<file path="config.mk">
export PLATFORM = sky130hd
export DESIGN_NAME = b08_driver
export DESIGN_NICKNAME = d
export VERILOG_FILES = /design/src/rtl/b08_driver.sv
export SDC_FILE = /design/constraint.sdc
export NUM_CORES = 1
export LEC_CHECK = 0
export BUFFER_PORTS_ARGS = -buffer_cell sky130_fd_sc_hd__buf_2
export CAP_MARGIN = 5
export CORE_MARGIN = 2
export CORE_UTILIZATION = 58
export DETAILED_ROUTE_END_ITERATION = 10
export HOLD_SLACK_MARGIN = 0.02
export PLACE_DENSITY = 0.85
export SLEW_MARGIN = 25
export SYNTH_ARGS = -nofsm -noshare
export SYNTH_HDL_FRONTEND = slang
export SYNTH_SLANG_ARGS = --single-unit
</file>
<file path="constraint.sdc">
create_clock -name CLOCK -period 3.7 [get_ports CLOCK]
set_input_delay 1.11 -clock CLOCK [delete_from_list [all_inputs] [get_ports CLOCK]]
set_output_delay 1.11 -clock CLOCK [all_outputs]
set_load 0.05 [all_outputs]
</file>
<file path="src/rtl/b08_driver.sv">
// Sweep driver for the b08 benchmark circuit: launches each stimulus value, waits for the
// result, and folds every sampled O_IN into a rotating signature and a non-zero counter.
module b08_driver #(
  parameter int unsigned WAIT_CYC  = 17,
  parameter int unsigned DRAIN_CYC = 18
) (
  input  logic       CLOCK,
  input  logic       RESET,
  input  logic       GO,
  input  logic [7:0] FIRST,
  input  logic [7:0] LAST,
  input  logic [3:0] O_IN,
  output logic       START,
  output logic [7:0] I,
  output logic       BUSY,
  output logic       DONE,
  output logic [7:0] SIG,
  output logic [3:0] LAST_O,
  output logic [8:0] NZ_CNT
);

  typedef enum logic [2:0] {
    StDrain,
    StIdle,
    StLaunch,
    StHold,
    StSample
  } state_e;

  localparam logic [7:0] HoldEnd  = 8'(WAIT_CYC - 1);
  localparam logic [7:0] DrainEnd = 8'(DRAIN_CYC - 1);

  state_e     r_state;
  state_e     w_state_next;
  logic [7:0] r_cnt;
  logic [7:0] r_cur;
  logic [7:0] r_last;
  logic [7:0] r_sig;
  logic [3:0] r_last_o;
  logic [8:0] r_nz;
  logic       r_done;
  logic       w_accept;
  logic       w_sweep_end;

  assign w_accept    = (r_state == StIdle) && GO;
  assign w_sweep_end = (r_cur == r_last);

  // State register
  always_ff @(posedge CLOCK or posedge RESET) begin
    if (RESET) begin
      r_state <= StDrain;
    end else begin
      r_state <= w_state_next;
    end
  end

  // Next-state logic
  always_comb begin
    w_state_next = r_state;
    unique case (r_state)
      StDrain:  if (r_cnt == DrainEnd) w_state_next = StIdle;
      StIdle:   if (GO) w_state_next = StLaunch;
      StLaunch: w_state_next = StHold;
      StHold:   if (r_cnt == HoldEnd) w_state_next = StSample;
      StSample: w_state_next = w_sweep_end ? StIdle : StLaunch;
      default:  w_state_next = StDrain;
    endcase
  end

  // Outputs
  always_comb begin
    START  = (r_state == StLaunch);
    BUSY   = (r_state != StIdle);
    I      = r_cur;
    DONE   = r_done;
    SIG    = r_sig;
    LAST_O = r_last_o;
    NZ_CNT = r_nz;
  end

  // Cycle counter restarts on every state change, so DRAIN and HOLD both count from zero.
  always_ff @(posedge CLOCK or posedge RESET) begin
    if (RESET) begin
      r_cnt <= 8'd0;
    end else if (w_state_next != r_state) begin
      r_cnt <= 8'd0;
    end else begin
      r_cnt <= r_cnt + 8'd1;
    end
  end

  always_ff @(posedge CLOCK or posedge RESET) begin
    if (RESET) begin
      r_cur  <= 8'h00;
      r_last <= 8'h00;
    end else if (w_accept) begin
      r_cur  <= FIRST;
      r_last <= LAST;
    end else if ((r_state == StSample) && !w_sweep_end) begin
      r_cur <= r_cur + 8'd1;
    end
  end

  // Results land on the same edge that leaves SAMPLE, so DONE and the final values coincide.
  always_ff @(posedge CLOCK or posedge RESET) begin
    if (RESET) begin
      r_sig    <= 8'h00;
      r_last_o <= 4'h0;
      r_nz     <= 9'd0;
      r_done   <= 1'b0;
    end else begin
      r_done <= (r_state == StSample) && w_sweep_end;
      if (w_accept) begin
        r_sig <= 8'h00;
        r_nz  <= 9'd0;
      end else if (r_state == StSample) begin
        r_last_o <= O_IN;
        r_sig    <= {r_sig[6:0], r_sig[7]} ^ {4'b0000, O_IN};
        if (O_IN != 4'h0) r_nz <= r_nz + 9'd1;
      end
    end
  end

endmodule

</file>
==> results.yml, run 1 <==
clock_network:
  cts_buffer_depth: 2
  cts_tree: "done"
  cts_hold_buffers: 0
  h-tree-depth: 2
  clock_latency_ns: 0.30
  cts_resized: 0
  clock-sinks: 49
  path_clk_slew_ns: 0.08
  root_buffer: "clkbuf_8"
  cts_setup_buffers: 0
  cts_buffers: 5
setup_path:
  crit_fanout: 8
  cp_cell_sequence: "nand2b_1, nor2_1, buf_2"
  crit_start: "r_state[2]"
  r2r-end: "NZ_CNT[5]"
  rrSetupSlack_ns: 1.55
  endpoint: "START"
  crit_type: "register to output port"
  cp.arrival_ns: 1.33
  rr_worst_depth: 6
  cp.required_ns: 2.59
  end_kind: "output port"
  cp-start-kind: "register"
  cpMaxStageDelayCell: "dfrtp_1"
  worst_path_largest_cell_delay_ns: 0.46
  r2r_start: "r_state[1]"
die:
  fp.dieW_um: 69.18
  start_util: 0.6072
  boundaryPins: 55
  rows: 23
  core_um2: 4058
  die_h_um: 69.18
  die_area_um2: 4785
pwr:
  pwr-share-seq: 0.474
  swShare: 0.3548
  p_int_w: 0.0009325
  p_clk_frac: 0.262
  p_leak_nw: 1.425
  p_sw_w: 0.0005128
  power_density_nw_per_um2: 502.4
  vdd_drop_max_mv: 0.3872
  combPwrFrac: 0.264
synthesis:
  synth_seq_cells: 49
  synthTopCellsByArea: "dfrtp_1, nand2_1, xor2_1"
  synthArstFlopShare: 1.000
  synth_edf_count: 0
  syn_inst: 256
  syn-num-nets: 284
  yosysSeqAreaShare: 0.4977
  synth_most_common_cell: "nand2_1"
  netlist_area_um2: 2464
  yosys_warnings: 0
  yosys-top-cells-count: "nand2_1, dfrtp_1, nor2_1"
  syn_avg_cell_area_um2: 9.623
  synth_top_area_share: 0.4977
  yosysTopAreaCell: "dfrtp_1"
  synth_cell_types: 35
  ys.flop_type: "dfrtp_1"
detailed_routing:
  first_pass_iters: 4
  wl_per_cell_um: 14.01
  drtIter0Drc: 113
  via_per_inst: 5.487
  drc: 0
  wl_um: 5028
  drtAntennaViolNets: 0
  vias: 1970
finish:
  area_growth_syn_to_layout_pct: 16.76
  nFillCells: 318
  diodes: 0
  seqCellArea_um2: 1226
  nNetsFinal: 336
  multiInputGateArea_um2: 1179
  drive_gt1_frac: 0.2298
timing:
  setup_viol: 0
  max_clock_freq_ghz: 0.4099
  period_share: 0.6594
  holdWs_ns: 0.4824
  period_needed_ns: 2.440
  hold_viol_final: 0
  drv_slew: 0
  fin_skew_ns: 0.008571
  tightest_slew_ns: 0.8262
  grt_setup_unrepaired: "no"
  slew_headroom: 0.4485
  tns_ns: 0
global_routing:
  antenna_found_initial: 0
  grt_overflow_total: 0
  grt_pass1_vias: 1881
  grt_max_degree: 50
  grt_use_total: 0.2256
  grt_pass1_wl_um: 8714
placed_design:
  dp_hpwl_um: 3569
  portBuffers: 54
  gp_congestion: 0.7419
min_path:
  holdCritPathClass: "register to register"
job:
  cap_viol_max_count: 0
outcome:
  status: "finished clean"
## critical path, delay by kind of cell, from the launching register on
kind | cells | cell delay [ns]
buffers and inverters | 1 | 0.27
AND/OR/NAND/NOR | 2 | 0.31
flip-flops | 1 | 0.46
## power by group through the flow
stage          clock network [W]  registers, W  logic (W)
2_1_floorplan                  0      0.000784   0.000192
3_3_place_gp                   0      0.000691   0.000372
3_5_place_dp                   0      0.000694   0.000381
4_1_cts                 0.000385      0.000685   0.000385
5_1_grt                 0.000411      0.000697   0.000422
6_report                0.000378      0.000685   0.000382
## cell usage in the layout (no fill, tap or decap), types with 3 or more instances in the layout
master,instances
nand2_1,55
buf_2,54
dfrtp_1,49
nor2_1,24
xor2_1,16
xnor2_1,14
nand3_1,13
a21oi_1,8
o21ai_0,8
nand4_1,6
and3_1,6
a211oi_1,6
o2111ai_1,5
ha_1,5
clkbuf_8,5
or3_1,3
## worst min path at each step
stage	start	to	slack (ns)	cells after the start
after floorplan	r_last[7]	r_last[7]	0.47	2
after global placement	LAST_O[2]	LAST_O[2]	0.46	2
after detailed placement	LAST_O[3]	LAST_O[3]	0.47	2
after CTS	LAST_O[3]	LAST_O[3]	0.49	2
after global routing	LAST_O[3]	LAST_O[3]	0.52	2
final	LAST_O[3]	LAST_O[3]	0.48	2
## kinds of logic (layout without fill, tap and decap cells)
kind of cell,count (synthesis),in the layout,share of synthesized area
AND/OR/NAND/NOR,119,119,0.2316
flip-flops,49,49,0.4977
AO/OA/AOI/OAI,38,38,0.1107
XOR/XNOR,30,30,0.1067
buffers and inverters,14,67,0.02387
adder cells (fa/ha/maj),5,5,0.02539
multiplexers,1,1,0.004063
## routing by layer
layer | share of wire | wire length [um] | track usage
met1 | 0.45 | 2262 | 0.3033
met2 | 0.48 | 2409 | 0.3643
met3 | 0.059 | 299 | 0.05814
met4 | 0.011 | 57 | 0.06318
met5 | 0 | 0 | 0
## through the flow
step / util / total power (W) / area (um^2) / instances / setup slack (ns)
final: 0.7089 / 0.001445 / 2877 / 359 / 1.260
after global routing: 0.7089 / 0.001530 / 2877 / 359 / 1.159
after CTS: 0.7086 / 0.001455 / 2875 / 359 / 1.258
after detailed placement: 0.6812 / 0.001075 / 2764 / 351 / 1.303
after global placement: 0.6812 / 0.001063 / 2764 / 351 / 1.361
after floorplan: - / 0.0009759 / 2464 / 256 / 1.342
## state kept, by name, summed over array words and instances, names as in the netlist
signal	count
r_state	3
I	8
NZ_CNT	9
LAST_O	4
r_cnt	8
r_last	8
DONE	1
SIG	8
## area by class of cell
cell class,instances,share of cell area
flip-flops and latches,49,0.4263
multi-input cells,193,0.4097
repair buffers,56,0.09917
clock buffers,6,0.02523
well taps,50,0.02175
clock inverters,2,0.01348
inverters,3,0.004350
Power figures use the tool's default switching activity.
==> run 2: changes to the inputs <==
- ABC_AREA: default -> 1
- CORE_UTILIZATION: 58 -> 55
- PLACE_DENSITY: 0.85 -> 0.8
- clock period: 3.7 -> 2.5 ns (I/O delays scaled with it)
==> run 2 against run 1 <==
Effect of this change:
- utilization fell by 6.3 points
- design area rose by 5.4%
- non-clock buffer count rose by 1
- clock skew rose by 0.0013 ns
- setup slack got worse by 0.85 ns
- die area rose by 13%
- hold slack got worse by 0.089 ns
- sequential power rose by 19%
==> results.yml, run 2 <==
outcome:
  status: "finished clean"
pwr:
  p_clk_frac: 0.314
  p_leak_nw: 1.593
  p_sw_w: 0.0003571
  p_int_w: 0.001030
  power_density_nw_per_um2: 457.5
  combPwrFrac: 0.097
  pwr-share-seq: 0.589
  swShare: 0.2575
  total_power_w: 0.001387
  vdd_drop_max_mv: 0.4016
finish:
  largest_reg_flops: 9
  drive_gt1_frac: 0.2620
  final_common_cell: "nand2_1"
  stdcell_count: 428
  nNetsFinal: 403
  final_cell_mix: "nand2_1, buf_2, dfrtp_1"
  area_growth_syn_to_layout_pct: 14.40
  diodes: 0
  final_util: 0.6461
die:
  start_util: 0.5648
  rows: 25
  fp.dieW_um: 73.42
  die_h_um: 73.42
  die_area_um2: 5390
  core_um2: 4692
  boundaryPins: 55
setup_path:
  end_kind: "output port"
  cp-start-kind: "register"
  crit_fanout: 5
  cp.required_ns: 1.75
  cp.arrival_ns: 1.34
  crit_type: "register to output port"
clock_network:
  cts_buffers: 5
  cts_setup_buffers: 0
  cts_resized: 0
  root_buffer: "clkbuf_8"
  cts_hold_buffers: 0
  cts_buffer_depth: 2
  cts_tree: "done"
  clock_latency_ns: 0.30
  clock-sinks: 49
  path_clk_slew_ns: 0.09
  h-tree-depth: 2
global_routing:
  antenna_found_initial: 0
  grt_pass1_wl_um: 8859
  grt_use_total: 0.2096
  grt_max_degree: 28
  grt_pass1_vias: 2006
  grt_overflow_total: 0
timing:
  hold_viol_final: 0
  period_needed_ns: 2.094
  setup_ws_ns: 0.4061
  drv_slew: 0
  tightest_slew_ns: 0.5139
  period_share: 0.8375
  max_clock_freq_ghz: 0.4776
  setup_viol: 0
  tns_ns: 0
  grt_setup_unrepaired: "no"
  fin_skew_ns: 0.009828
  slew_headroom: 0.6571
min_path:
  holdCritPathClass: "input port to asynchronous set/reset pin"
synthesis:
  synth_top_area_share: 0.4627
  synth_cell_types: 34
  synth_seq_cells: 49
  syn_avg_cell_area_um2: 8.307
  synth_most_common_cell: "nand2_1"
  ys.flop_type: "dfrtp_1"
  yosys_warnings: 0
  synthTopCellsByArea: "dfrtp_1, nand2_1, inv_1"
  yosys-top-cells-count: "nand2_1, dfrtp_1, inv_1"
  yosysTopAreaCell: "dfrtp_1"
  netlist_area_um2: 2650
  yosysSeqAreaShare: 0.4627
  syn_inst: 319
  synthArstFlopShare: 1.000
  syn-num-nets: 347
  synth_edf_count: 0
job:
  cap_viol_max_count: 0
detailed_routing:
  via_per_inst: 5.049
  drc: 0
  drtIter0Drc: 72
  first_pass_iters: 4
  wl_per_cell_um: 12.12
  drtAntennaViolNets: 0
  wl_um: 5186
  vias: 2161
placed_design:
  portBuffers: 54
  gp_congestion: 0.8202
  dp_hpwl_um: 3842
  place_inst: 422
  dp_slack_ns: 0.5140
-- run 2: worst paths after layout --
kind,depth (start not counted),endpoint,slack (ns),startpoint
worst max-delay path,4,START,0.41,r_state[2]
worst min-delay path,2,I[4],0.39,RESET
worst max register to register,5,I[1],0.75,r_state[0]
worst min register to register,2,LAST_O[1],0.49,LAST_O[1]
max in group asynchronous,3,SIG[5],1.56,RESET
min in group CLOCK,2,LAST_O[1],0.49,LAST_O[1]
-- run 2: critical path, cell delays in order (launching register included) --
cell and delay, ns:
dfrtp_1 0.42, inv_4 0.14, nand2_2 0.07, nor2_2 0.13
buf_2 0.28
-- run 2: layer usage --
| metal | track usage | part of all wire | vias to the layer above | wire length (um) |
|---|---|---|---|---|
| li1 | - | - | 1118 | - |
| met1 | 0.2774 | 0.47 | 995 | 2463 |
| met2 | 0.3524 | 0.48 | 42 | 2470 |
| met3 | 0.04527 | 0.039 | 6 | 202 |
| met4 | 0.05051 | 0.0096 | 0 | 50 |
| met5 | 0 | 0 | - | 0 |
-- run 2: per-stage QoR --
step / hold WS [ns] / instance area [um^2]
floorplan: 0.4652 / 2650
finish: 0.3938 / 3032
global placement: 0.4656 / 2958
CTS: 0.3926 / 3032
detailed placement: 0.4711 / 2958
global route: 0.4162 / 3032
-- run 2: final cells by class --
class | instances | area, um^2
clock buffers | 5 | 68.82
clock inverters | 1 | 5.005
fillers | 408 | 1660
inverters | 43 | 168.9
multi-input cells | 219 | 1202
flip-flops and latches | 49 | 1226
well taps | 54 | 67.56
repair buffers | 57 | 292.8
-- run 2: logic make-up (layout without fill, tap and decap cells) --
family | after synthesis | after routing | share of synthesized area
compound gates | 35 | 35 | 0.07507
xor+xnor | 16 | 16 | 0.05288
fa+ha+maj | 5 | 5 | 0.02361
buf+inv | 51 | 106 | 0.08357
flops | 49 | 49 | 0.4627
simple gates | 163 | 163 | 0.3022
-- run 2: power by group through the flow --
stage | Sequential [W] | Combinational (W) | Clock, W
floorplan | 0.000885 | 0.0000353 | 0
global placement | 0.000833 | 0.000135 | 0
detailed placement | 0.000833 | 0.000137 | 0
CTS | 0.000818 | 0.000137 | 0.000455
global route | 0.000820 | 0.000146 | 0.000487
finish | 0.000817 | 0.000134 | 0.000435
==> run 3: changes to the inputs <==
- clock period: 2.5 -> 2.05 ns (I/O delays scaled with it)
==> run 3 against run 2 <==
Effect of this change:
- register-to-register slack worse by 0.36 ns
- non-clock buffer count stayed put
- sequential cell count stayed put
- design area is 0.95% higher
- largest power group unchanged
- hold slack worse by 0.13 ns
- largest cell class unchanged
- combinational power is 23% higher
- global-route usage is 0.22 points lower
- critical path depth stayed put
- via count is 1.0% higher
==> results.yml, run 3 (synthesis results as in run 2) <==
finish:
  multiInputGateArea_um2: 1202
  area_growth_syn_to_layout_pct: 15.49
  final_common_cell: "nand2_1"
  diodes: 0
  drive_gt1_frac: 0.2660
  seqCellArea_um2: 1226
  nNetsFinal: 403
  final_cell_mix: "nand2_1, buf_2, dfrtp_1"
  largest_reg_flops: 9
  nFillCells: 407
die:
  rows: 25
  boundaryPins: 55
  die_h_um: 73.42
  die_area_um2: 5390
  core_um2: 4692
  fp.dieW_um: 73.42
  start_util: 0.5648
clock_network:
  h-tree-depth: 2
  cts_setup_buffers: 0
  cts_tree: "done"
  cts_resized: 0
  clock-sinks: 49
  cts_buffers: 5
  root_buffer: "clkbuf_8"
  clock_latency_ns: 0.32
  cts_buffer_depth: 2
  cts_hold_buffers: 0
  path_clk_slew_ns: 0.10
global_routing:
  grt_use_total: 0.2074
  grt_pass1_wl_um: 8687
  grt_max_degree: 34
  grt_overflow_total: 0
  grt_pass1_vias: 2016
  antenna_found_initial: 0
timing:
  period_needed_ns: 1.969
  period_share: 0.9606
  fin_skew_ns: 0.01049
  grt_setup_unrepaired: "no"
  slew_headroom: 0.6680
  hold_viol_final: 0
  tightest_slew_ns: 0.4974
  holdWs_ns: 0.2620
  tns_ns: 0
  drv_slew: 0
  max_clock_freq_ghz: 0.5078
  setup_viol: 0
placed_design:
  gp_congestion: 0.8133
  dp_hpwl_um: 3842
  portBuffers: 54
setup_path:
  cpMaxStageDelayCell: "dfrtp_1"
  crit_fanout: 5
  cp.required_ns: 1.43
  cp.arrival_ns: 1.35
  crit_type: "register to output port"
  worst_path_largest_cell_delay_ns: 0.43
  end_kind: "output port"
  cp-start-kind: "register"
  cp_cell_sequence: "inv_4, nand2_2, nor2_2, buf_2"
detailed_routing:
  first_pass_iters: 4
  drc: 0
  vias: 2183
  drtIter0Drc: 123
  drtAntennaViolNets: 0
  via_per_inst: 5.077
  wl_per_cell_um: 12.24
  wl_um: 5263
pwr:
  power_density_nw_per_um2: 573.6
  vdd_drop_max_mv: 0.3484
  p_leak_nw: 1.603
outcome:
  status: "finished clean"
min_path:
  holdCritPathClass: "input port to asynchronous set/reset pin"
job:
  cap_viol_max_count: 0
==> run 3: cell count changes in the layout (fill, tap and decap cells not counted) <==
cell / previous run / this run
clkinvlp_4: 0 / 1
buf_4: 3 / 2
inv_6: 0 / 1
buf_12: 0 / 1
==> run 3: layout make-up <==
class	instances	area share
multi-input cells	219	0.3929
repair buffers	57	0.09975
clock buffers	5	0.02249
clock inverters	3	0.006950
inverters	43	0.05519
well taps	54	0.02208
flip-flops and latches	49	0.4007
==> run 3: report_power, final <==
part	internal [W]	switching (W)	leakage (nW)	total [W]
sequential	0.000984	0.0000127	0.559	0.000996
combinational	0.0000484	0.000117	1.00	0.000165
clock	0.000243	0.000351	0.0445	0.000594
total	0.00127	0.000481	1.60	0.00176
==> run 3: metrics by stage <==
| step | setup slack [ns] | area (um^2) | power [W] | instances | util |
|---|---|---|---|---|---|
| after floorplan | 0.2622 | 2650 | 0.001123 | 319 | - |
| after global routing | 0.03254 | 3060 | 0.001816 | 430 | 0.6523 |
| after global placement | 0.3192 | 2970 | 0.001182 | 422 | 0.6331 |
| final | 0.08072 | 3060 | 0.001756 | 430 | 0.6523 |
| after CTS | 0.07247 | 3060 | 0.001769 | 430 | 0.6523 |
| after detailed placement | 0.2677 | 2970 | 0.001183 | 422 | 0.6331 |
==> run 3: worst paths after layout <==
kind / startpoint / endpoint / slack [ns] / cells after the start
setup / recovery: r_state[2] / START / 0.08 / 4
hold / removal: RESET / NZ_CNT[0] / 0.26 / 2
setup reg to reg: r_state[0] / NZ_CNT[8] / 0.39 / 9
hold reg to reg: LAST_O[1] / LAST_O[1] / 0.49 / 2
max in group asynchronous: RESET / I[6] / 1.29 / 3
min in group CLOCK: LAST_O[1] / LAST_O[1] / 0.49 / 2
==> run 3: critical path, delay by kind of cell (launching register included) <==
family | cells | cell delay, ns
AND/OR/NAND/NOR | 2 | 0.20
flip-flops | 1 | 0.43
buffers and inverters | 2 | 0.42
==> run 3: routing by layer <==
layer  GRT usage  share of wire  vias up
met5           0              0        -
li1            -              -     1121
met3     0.03704          0.041        7
met1      0.2637           0.47     1009
met2      0.3524           0.47       46
met4     0.07879          0.015        0
